`config.mk`:
```
export PLATFORM = sky130hd
export DESIGN_NAME = sync_ack_feeder
export DESIGN_NICKNAME = d
export VERILOG_FILES = /design/src/rtl/sync_ack_feeder_pkg.sv /design/src/rtl/sync_ack_feeder_fifo.sv /design/src/rtl/sync_ack_feeder.sv
export SDC_FILE = /design/constraint.sdc
export NUM_CORES = 1
export LEC_CHECK = 0
export CORE_MARGIN = 2
export CORE_UTILIZATION = 58
export CTS_BUF_LIST = sky130_fd_sc_hd__clkbuf_2 sky130_fd_sc_hd__clkbuf_4 sky130_fd_sc_hd__clkbuf_8
export DETAILED_ROUTE_END_ITERATION = 8
export DONT_BUFFER_PORTS = 1
export PLACE_DENSITY = 0.76
export SETUP_SLACK_MARGIN = 0.5
export SLEW_MARGIN = 10
export SYNTH_ARGS = -nofsm -noshare
export SYNTH_HDL_FRONTEND = slang
export SYNTH_SLANG_ARGS = --single-unit
```
`constraint.sdc`:
```
create_clock -name clk -period 2.22 [get_ports clk]
set_input_delay 0.444 -clock clk [delete_from_list [all_inputs] [get_ports clk]]
set_output_delay 0.444 -clock clk [all_outputs]
set_load 0.01 [all_outputs]
```
`src/rtl/sync_ack_feeder_pkg.sv`:
```
`default_nettype none
// ============================================================================
// Module   : sync_ack_feeder_pkg
// Brief    : Shared defaults for the sync_ack command feeder and its FIFO.
// Revision : 1.0 - initial release
// ============================================================================
package sync_ack_feeder_pkg;

  // Default width of one command word
  localparam int DEFAULT_WIDTH      = 8;

  // Default queue depth is 2**DEFAULT_DEPTH_LOG2 words
  localparam int DEFAULT_DEPTH_LOG2 = 2;

endpackage : sync_ack_feeder_pkg
`default_nettype wire

```
`src/rtl/sync_ack_feeder_fifo.sv`:
```
`default_nettype none
// ============================================================================
// Module   : sync_ack_feeder_fifo
// Brief    : Circular command FIFO with wrapping pointers and a separate
//            occupancy counter. Writes while full are ignored; pops while
//            empty are ignored. The head word is read combinationally.
// Revision : 1.0 - initial release
// ============================================================================
module sync_ack_feeder_fifo
  import sync_ack_feeder_pkg::*;
#(
  parameter int WIDTH      = DEFAULT_WIDTH,
  parameter int DEPTH_LOG2 = DEFAULT_DEPTH_LOG2
) (
  input  logic                  clk,
  input  logic                  rst_n,
  input  logic                  wr_en,
  input  logic [WIDTH-1:0]      wr_data,
  input  logic                  rd_en,
  output logic [WIDTH-1:0]      rd_data,
  output logic [DEPTH_LOG2:0]   level,
  output logic                  full
);

  localparam int DEPTH = 1 << DEPTH_LOG2;
  localparam logic [DEPTH_LOG2:0] DEPTH_LEVEL = (DEPTH_LOG2 + 1)'(DEPTH);

  logic [WIDTH-1:0]      mem [DEPTH];
  logic [DEPTH_LOG2-1:0] wr_ptr;
  logic [DEPTH_LOG2-1:0] rd_ptr;
  logic                  push;
  logic                  pop;

  // Full is judged on the current occupancy, before any pop this cycle,
  // so a write arriving alongside a pop from a full queue is still dropped.
  assign full    = (level == DEPTH_LEVEL);
  assign push    = wr_en && !full;
  assign pop     = rd_en && (level != '0);
  assign rd_data = mem[rd_ptr];

  // Storage is not reset: its contents are only observable after a write.
  always_ff @(posedge clk) begin
    if (push) begin
      mem[wr_ptr] <= wr_data;
    end
  end

  // Pointers wrap naturally at DEPTH; occupancy tracks push/pop balance.
  always_ff @(posedge clk or negedge rst_n) begin
    if (!rst_n) begin
      wr_ptr <= '0;
      rd_ptr <= '0;
      level  <= '0;
    end else begin
      if (push) begin
        wr_ptr <= wr_ptr + 1'b1;
      end
      if (pop) begin
        rd_ptr <= rd_ptr + 1'b1;
      end
      case ({push, pop})
        2'b10:   level <= level + 1'b1;
        2'b01:   level <= level - 1'b1;
        default: level <= level;
      endcase
    end
  end

endmodule : sync_ack_feeder_fifo
`default_nettype wire

```
`src/rtl/sync_ack_feeder.sv`:
```
`default_nettype none
// ============================================================================
// Module   : sync_ack_feeder
// Brief    : Queues command words and hands them one at a time to a
//            sync_ack sender: a one-cycle sig pulse, then wait for busy to
//            rise and fall before the next word is considered.
// Revision : 1.0 - initial release
// ============================================================================
module sync_ack_feeder
  import sync_ack_feeder_pkg::*;
#(
  parameter int WIDTH      = DEFAULT_WIDTH,
  parameter int DEPTH_LOG2 = DEFAULT_DEPTH_LOG2
) (
  input  logic                clk,
  input  logic                rst_n,
  input  logic [WIDTH-1:0]    in_data,
  input  logic                in_wr,
  output logic                full,
  output logic [DEPTH_LOG2:0] level,
  output logic                overflow,
  output logic                xfer_sig,
  input  logic                xfer_busy,
  output logic [WIDTH-1:0]    xfer_data,
  output logic                idle
);

  localparam logic [1:0] ST_IDLE      = 2'd0;
  localparam logic [1:0] ST_SEND      = 2'd1;
  localparam logic [1:0] ST_WAIT_BUSY = 2'd2;
  localparam logic [1:0] ST_WAIT_DONE = 2'd3;

  typedef enum logic [1:0] {
    IDLE      = ST_IDLE,
    SEND      = ST_SEND,
    WAIT_BUSY = ST_WAIT_BUSY,
    WAIT_DONE = ST_WAIT_DONE
  } state_t;

  state_t           state;
  logic             word_ready;
  logic             pop;
  logic [WIDTH-1:0] head;

  // The FSM looks at a registered "queue not empty" view, so a freshly
  // written word becomes eligible one cycle after it lands in the queue.
  assign pop  = (state == IDLE) && word_ready && !xfer_busy;
  assign idle = (state == IDLE) && (level == '0);

  sync_ack_feeder_fifo #(
    .WIDTH      (WIDTH),
    .DEPTH_LOG2 (DEPTH_LOG2)
  ) u_fifo (
    .clk     (clk),
    .rst_n   (rst_n),
    .wr_en   (in_wr),
    .wr_data (in_data),
    .rd_en   (pop),
    .rd_data (head),
    .level   (level),
    .full    (full)
  );

  // One-cycle delayed occupancy view used by the IDLE decision.
  always_ff @(posedge clk or negedge rst_n) begin
    if (!rst_n) begin
      word_ready <= 1'b0;
    end else begin
      word_ready <= (level != '0);
    end
  end

  // Sticky record of any write attempted while the queue was full.
  always_ff @(posedge clk or negedge rst_n) begin
    if (!rst_n) begin
      overflow <= 1'b0;
    end else if (in_wr && full) begin
      overflow <= 1'b1;
    end
  end

  // Transfer sequencer: xfer_sig is set on entry to SEND so it is high
  // exactly while the FSM sits in SEND; xfer_data holds until IDLE.
  always_ff @(posedge clk or negedge rst_n) begin
    if (!rst_n) begin
      state     <= IDLE;
      xfer_sig  <= 1'b0;
      xfer_data <= '0;
    end else begin
      case (state)
        IDLE: begin
          if (pop) begin
            xfer_data <= head;
            xfer_sig  <= 1'b1;
            state     <= SEND;
          end else begin
            xfer_sig  <= 1'b0;
          end
        end
        SEND: begin
          xfer_sig <= 1'b0;
          state    <= WAIT_BUSY;
        end
        WAIT_BUSY: begin
          xfer_sig <= 1'b0;
          if (xfer_busy) begin
            state <= WAIT_DONE;
          end
        end
        WAIT_DONE: begin
          xfer_sig <= 1'b0;
          if (!xfer_busy) begin
            state <= IDLE;
          end
        end
        default: begin
          xfer_sig <= 1'b0;
          state    <= IDLE;
        end
      endcase
    end
  end

endmodule : sync_ack_feeder
`default_nettype wire

```
==> impl_metrics.yaml, run 1 <==
outcome:
  status: "completed"
floorplan:
  pin_count: 27
  coreArea_mm2: 0.00342
  rows: 21
  start_util_pct: 62.0
  die_area_mm2: 0.00415
  dieHeight_um: 64.4
  die_w_um: 64.4
setup_path:
  ff2ff_setup_slack_ps: 290
  worst_ep_required_time_ps: 2470
  cp_max_fo: 5
  reg2reg_from: "u_fifo.level[0]$_DFFE_PN0P_"
  crit_end: "u_fifo.level[1]$_DFFE_PN0P_"
  arrival_ps: 2180
  start_kind: "flip-flop"
  worstReg2RegEnd: "u_fifo.level[1]$_DFFE_PN0P_"
  cp-end-kind: "flip-flop"
  reg2reg_depth: 6
  criticalPathCategory: "flip-flop to flip-flop"
  critPathLaunch: "u_fifo.level[0]$_DFFE_PN0P_"
synthesis:
  synth-main-ff-cell: "edfxtp_1"
  postSynth.asyncResetShare_pct: 38.5
  yosys-top-cells-area: "edfxtp_1, dfrtp_1, mux4_2"
  syn_nets: 138
  synth_xor_area_share_pct: 2.48
  synth_area_mm2: 0.00212
  synthDominantCellAreaShare_pct: 45.4
  synthTopCellsByCount: "edfxtp_1, dfrtp_1, ha_1, mux2_2, mux4_2"
  syn-instance-count: 116
  synth.distinct_cells: 24
  synthAdderAreaFrac_pct: 6.26
  synth_seq_cells: 52
  synth_top_family_by_area: "multiplexers"
  yosysTopAreaCell: "edfxtp_1"
  yosysWarningCount: 0
  synth_simple_gate_area_share_pct: 4.49
  syn_area_per_cell_um2: 18.3
  muxShareOfSynthArea_pct: 14.8
  synth_edf_count: 32
  yosysMostFrequentCell: "edfxtp_1"
  synth-compound-area-share_pct: 0.709
  ys_seq_area_share_pct: 69.0
cells_and_area:
  syn_to_final_growth_pct: 13.0
  drive_gt1_share_pct: 41.4
  num-nets-final: 154
  diodes: 0
  final_cells: 179
clock_tree:
  cts_made_buffers: 5
  clock-sinks: 52
  cts_tree: "yes"
  cts_max_path_buffers: 2
  clk_pin_slew_ps: 140
  clock_latency_ps: 360
  cts-root-buf: "clkbuf_4"
  h-tree-depth: 2
routing:
  vias: 1011
  via_per_inst: 5.65
  firstDrtPassIters: 5
  first_iter_violations: 43
  antenna_left: 0
  routed_wl_mm: 3.46
  routedWlPerCell_um: 19.3
  drc: 0
timing:
  tightest_slew_ps: 923
  hold_viol: 0
  min_period_ps: 1930
  final_max_slew_viol_count: 0
  holdWs_ps: 162
  relSlewSlack_pct: 38.3
  finalSetupViolations: 0
  fin_setup_tns_ps: 0
  rsz0062_at_grt: "yes"
  post-route-period-util_pct: 87.0
  fmax_ghz: 0.517
  finalClockSkew_ps: 15.3
grt:
  grt_max_degree: 21
  grt_first_pass_wirelength_mm: 5.73
  grt_usage_pct: 19.8
  grt_pass1_vias: 1105
  overflow: 0
  antenna_found_initial: 0
placed_design:
  routabilityCongestion: 0.742
  dpl.cell_count: 161
  dp_hpwl_mm: 2.17
  io_buffers: 0
power:
  p_per_area_mw_per_mm2: 1320
  max-vdd-ir-drop_mv: 0.783
  cellLeakagePower_uw: 0.000921
run:
  cap_violations: 0
min_path:
  hold_class: "input pin to flip-flop"
## power breakdown
| part | switching (µW) | internal, µW |
|---|---|---|
| clock network | 268 | 148 |
| logic | 461 | 620 |
| registers | 304 | 1350 |
## cells in the final DEF (no fill, tap or decap), types with 2 or more instances in the layout
cell type  instances
xnor2_1            3
and2_4             5
inv_2              3
xor2_1             3
edfxtp_1          32
nor2_1             4
dfrtp_2            4
inv_1              4
mux2_2             8
mux4_2             8
mux2_1             2
buf_4             10
clkbuf_4           7
dfrtp_1           16
ha_4               2
ha_1               7
## stage by stage
step | area (µm²) | util (%) | total power [µW] | setup slack [ps]
floorplan | 2160 | - | 2340 | 301
global route | 2390 | 70.0 | 3360 | 217
finish | 2390 | 70.0 | 3150 | 288
detailed placement | 2210 | 64.6 | 2550 | 147
global placement | 2210 | 64.6 | 2470 | 223
CTS | 2360 | 69.1 | 3100 | 299
## critical path: stages (launching register included)
cell and delay (ps):
dfrtp_2 520, nor3b_4 370, nor2b_4 80, inv_2 70
ha_4 120, fa_1 400, mux2_4 280
## routing by layer
metal / global-route usage [%] / part of all wire, %
met5: 0 / 0
met4: 8.78 / 1.9
met3: 5.03 / 5.3
met2: 32.9 / 53
met1: 24.8 / 40
## state kept, by name, summed over array words and instances (netlist names)
| signal | cells |
|---|---|
| overflow | 1 |
| word_ready | 1 |
| u_fifo.level | 3 |
| u_fifo.rd_ptr | 2 |
| u_fifo.wr_ptr | 2 |
| xfer_sig | 1 |
| state | 2 |
| u_fifo.mem | 32 |
| xfer_data | 8 |
## kinds of logic after synthesis
group / count (synthesis)
xor gates and xnor gates: 6
and+or+nand+nor: 16
buffers and inverters: 10
muxes: 20
DFF: 52
AOI/OAI and AO/OA: 2
adders and majority gates: 10
## repair_timing
| item | 4_1_cts | 5_1_grt |
|---|---|---|
| setup buffers | 7 | 2 |
| hold endpoints to repair | 20 | 0 |
| resized for setup | 15 | 5 |
| pin swaps | 5 | 9 |
| hold buffers | 1 | 0 |
| endpoints found under the setup margin | 35 | 27 |
## worst min-delay path by stage
stage | start | endpoint | slack, ps | cells after the start
after floorplan | rst_n | overflow$_DFFE_PN0P_ | 150 | 0
after global placement | rst_n | xfer_data[3]$_DFFE_PN0P_ | 150 | 0
after detailed placement | rst_n | xfer_data[3]$_DFFE_PN0P_ | 150 | 0
after CTS | in_data[0] | u_fifo.mem[2][0]$_DFFE_PP_ | 160 | 0
after global routing | in_data[0] | u_fifo.mem[2][0]$_DFFE_PP_ | 130 | 0
final | in_data[0] | u_fifo.mem[2][0]$_DFFE_PP_ | 160 | 0
## final cells by class
type	instances	area (µm²)
sequential	52	1470
fill	230	1020
multi-input combinational	54	688
timing repair buffer	12	96.3
tap	46	57.6
clock buffer	7	52.6
inverter	7	26.3
clock inverter	1	5.00
(Power assumes the default switching activity.)
==> inputs of run 2 (changes only) <==
CELL_PAD_IN_SITES_DETAIL_PLACEMENT = 1   (was not set)
CELL_PAD_IN_SITES_GLOBAL_PLACEMENT = 2   (was not set)
CORE_MARGIN = 4   (was 2)
CORE_UTILIZATION = 44   (was 58)
PLACE_DENSITY = 0.77   (was 0.76)
==> impl_metrics.yaml, run 2 (synthesis gave the netlist of run 1 again) <==
cells_and_area:
  final_cell_mix: "edfxtp_1, dfrtp_1, mux2_2, buf_4, mux4_2"
  diodes: 0
  final_area_mm2: 0.00240
  layout_commonest_cell: "edfxtp_1"
  fin_util_pct: 53.3
  largest_reg_flops: 32
  top_register: "u_fifo.mem"
  reg.largest.list: "u_fifo.mem: 32 flops, xfer_data: 8 flops, u_fifo.level: 3 flops"
  fill_cells: 426
  drive_gt1_share_pct: 37.4
  syn_to_final_growth_pct: 13.3
  num-nets-final: 152
min_path:
  min_from: "in_data[1]"
  holdPathStages: 0
  hold_class: "input pin to flip-flop"
setup_path:
  arrival_ps: 2090
  start_kind: "flip-flop"
  reg2reg_depth: 6
  cp-end-kind: "flip-flop"
  critPathLaunch: "u_fifo.level[1]$_DFFE_PN0P_"
  criticalPathCategory: "flip-flop to flip-flop"
  reg2reg_from: "u_fifo.level[1]$_DFFE_PN0P_"
  cp_max_fo: 5
  worst_ep_required_time_ps: 2410
grt:
  met3_usage_pct: 6.37
  grt_first_pass_wirelength_mm: 5.75
  grt_usage_pct: 12.9
  grt_pass1_vias: 1087
  overflow: 0
  antenna_found_initial: 0
  grt.met1_usage_pct: 14.9
  grt_max_degree: 21
  grtUsageMet2_pct: 21.5
  top_usage_layer: "met2"
timing:
  fin_ws_ps: 315
  final_max_slew_viol_count: 0
  rsz0062_at_grt: "yes"
  finalClockSkew_ps: 7.45
  relSlewSlack_pct: 36.0
  fmax_ghz: 0.525
  finalSetupViolations: 0
  min_period_ps: 1910
  fin_setup_tns_ps: 0
  hold_viol: 0
  post-route-period-util_pct: 85.8
  tightest_slew_ps: 957
floorplan:
  pin_count: 27
  dieHeight_um: 77.4
  rows: 24
  die_w_um: 77.4
  die_area_mm2: 0.00599
  coreArea_mm2: 0.00450
  start_util_pct: 47.0
power:
  power_uw: 3170
  p_per_area_mw_per_mm2: 1320
  max-vdd-ir-drop_mv: 0.539
  cellLeakagePower_uw: 0.000917
clock_tree:
  cts_max_path_buffers: 2
  clock_latency_ps: 300
  cts_tree: "yes"
  clk_pin_slew_ps: 90
  cts_made_buffers: 5
  h-tree-depth: 2
  clock-sinks: 52
  cts-root-buf: "clkbuf_8"
routing:
  antenna_left: 0
  first_iter_violations: 48
  via_per_inst: 5.34
  drc: 0
  routedWlPerCell_um: 19.0
  routed_wl_mm: 3.48
  vias: 977
  firstDrtPassIters: 4
run:
  cap_violations: 0
placed_design:
  post-place-ws_ps: 99.1
  routabilityCongestion: 0.631
  dp_hpwl_mm: 2.43
  io_buffers: 0
  placed_area_mm2: 0.00223
outcome:
  status: "completed"
## run 2: cell types whose count changed in the layout (fill, tap and decap cells not counted), sizes merged
cell    previous run  this run
clkbuf             7         6
clkinv             1         2
buf               11         9
## run 2: worst paths after layout
| check | slack (ps) | to |
|---|---|---|
| setup / recovery | 310 | u_fifo.level[1]$_DFFE_PN0P_ |
| hold / removal | 240 | u_fifo.mem[1][1]$_DFFE_PP_ |
| setup reg to reg | 310 | u_fifo.level[1]$_DFFE_PN0P_ |
| hold reg to reg | 540 | overflow$_DFFE_PN0P_ |
| max in group asynchronous | 840 | u_fifo.level[1]$_DFFE_PN0P_ |
| min in group asynchronous | 740 | xfer_data[4]$_DFFE_PN0P_ |
## run 2: worst max-delay path: stages (launching register included)
cell     delay (ps)
dfrtp_2         490
nor3b_4         350
nor2b_4          70
inv_2            70
ha_4            130
fa_1            410
mux2_2          270
## run 2: metal layers
layer	vias up	routed length, µm
li1	445	-
met1	501	1410
met2	25	1800
met3	6	229
met4	0	40
met5	-	0
## run 2: through the flow
| step | instances | hold WS [ps] |
|---|---|---|
| floorplan | 116 | 148 |
| global placement | 169 | 149 |
| detailed placement | 169 | 149 |
| CTS | 181 | 227 |
| global route | 183 | 202 |
| finish | 183 | 236 |
## run 2: timing repair
action                                  in CTS  in global routing
endpoints found under the setup margin      35                 35
pin swaps                                    2                  2
gates resized for setup                      4                  6
hold buffers                                 1                  0
setup buffers                                3                  2
hold endpoints to repair                    20                  0
## run 2: where the power goes
part	switching, µW	total [µW]	internal (µW)	leakage, µW
registers	269	1620	1350	0.000523
logic	449	1010	565	0.000343
clock network	285	534	249	0.0000510
## run 2: final cells by class
type | count | area [µm²] | area share [%]
Sequential cell | 52 | 1470 | 61.1
Clock buffer | 6 | 82.6 | 3.44
Inverter | 7 | 26.3 | 1.10
Timing Repair Buffer | 10 | 77.6 | 3.23
Multi-Input combinational cell | 54 | 672 | 28.0
Clock inverter | 2 | 10.0 | 0.417
Tap cell | 52 | 65.1 | 2.71
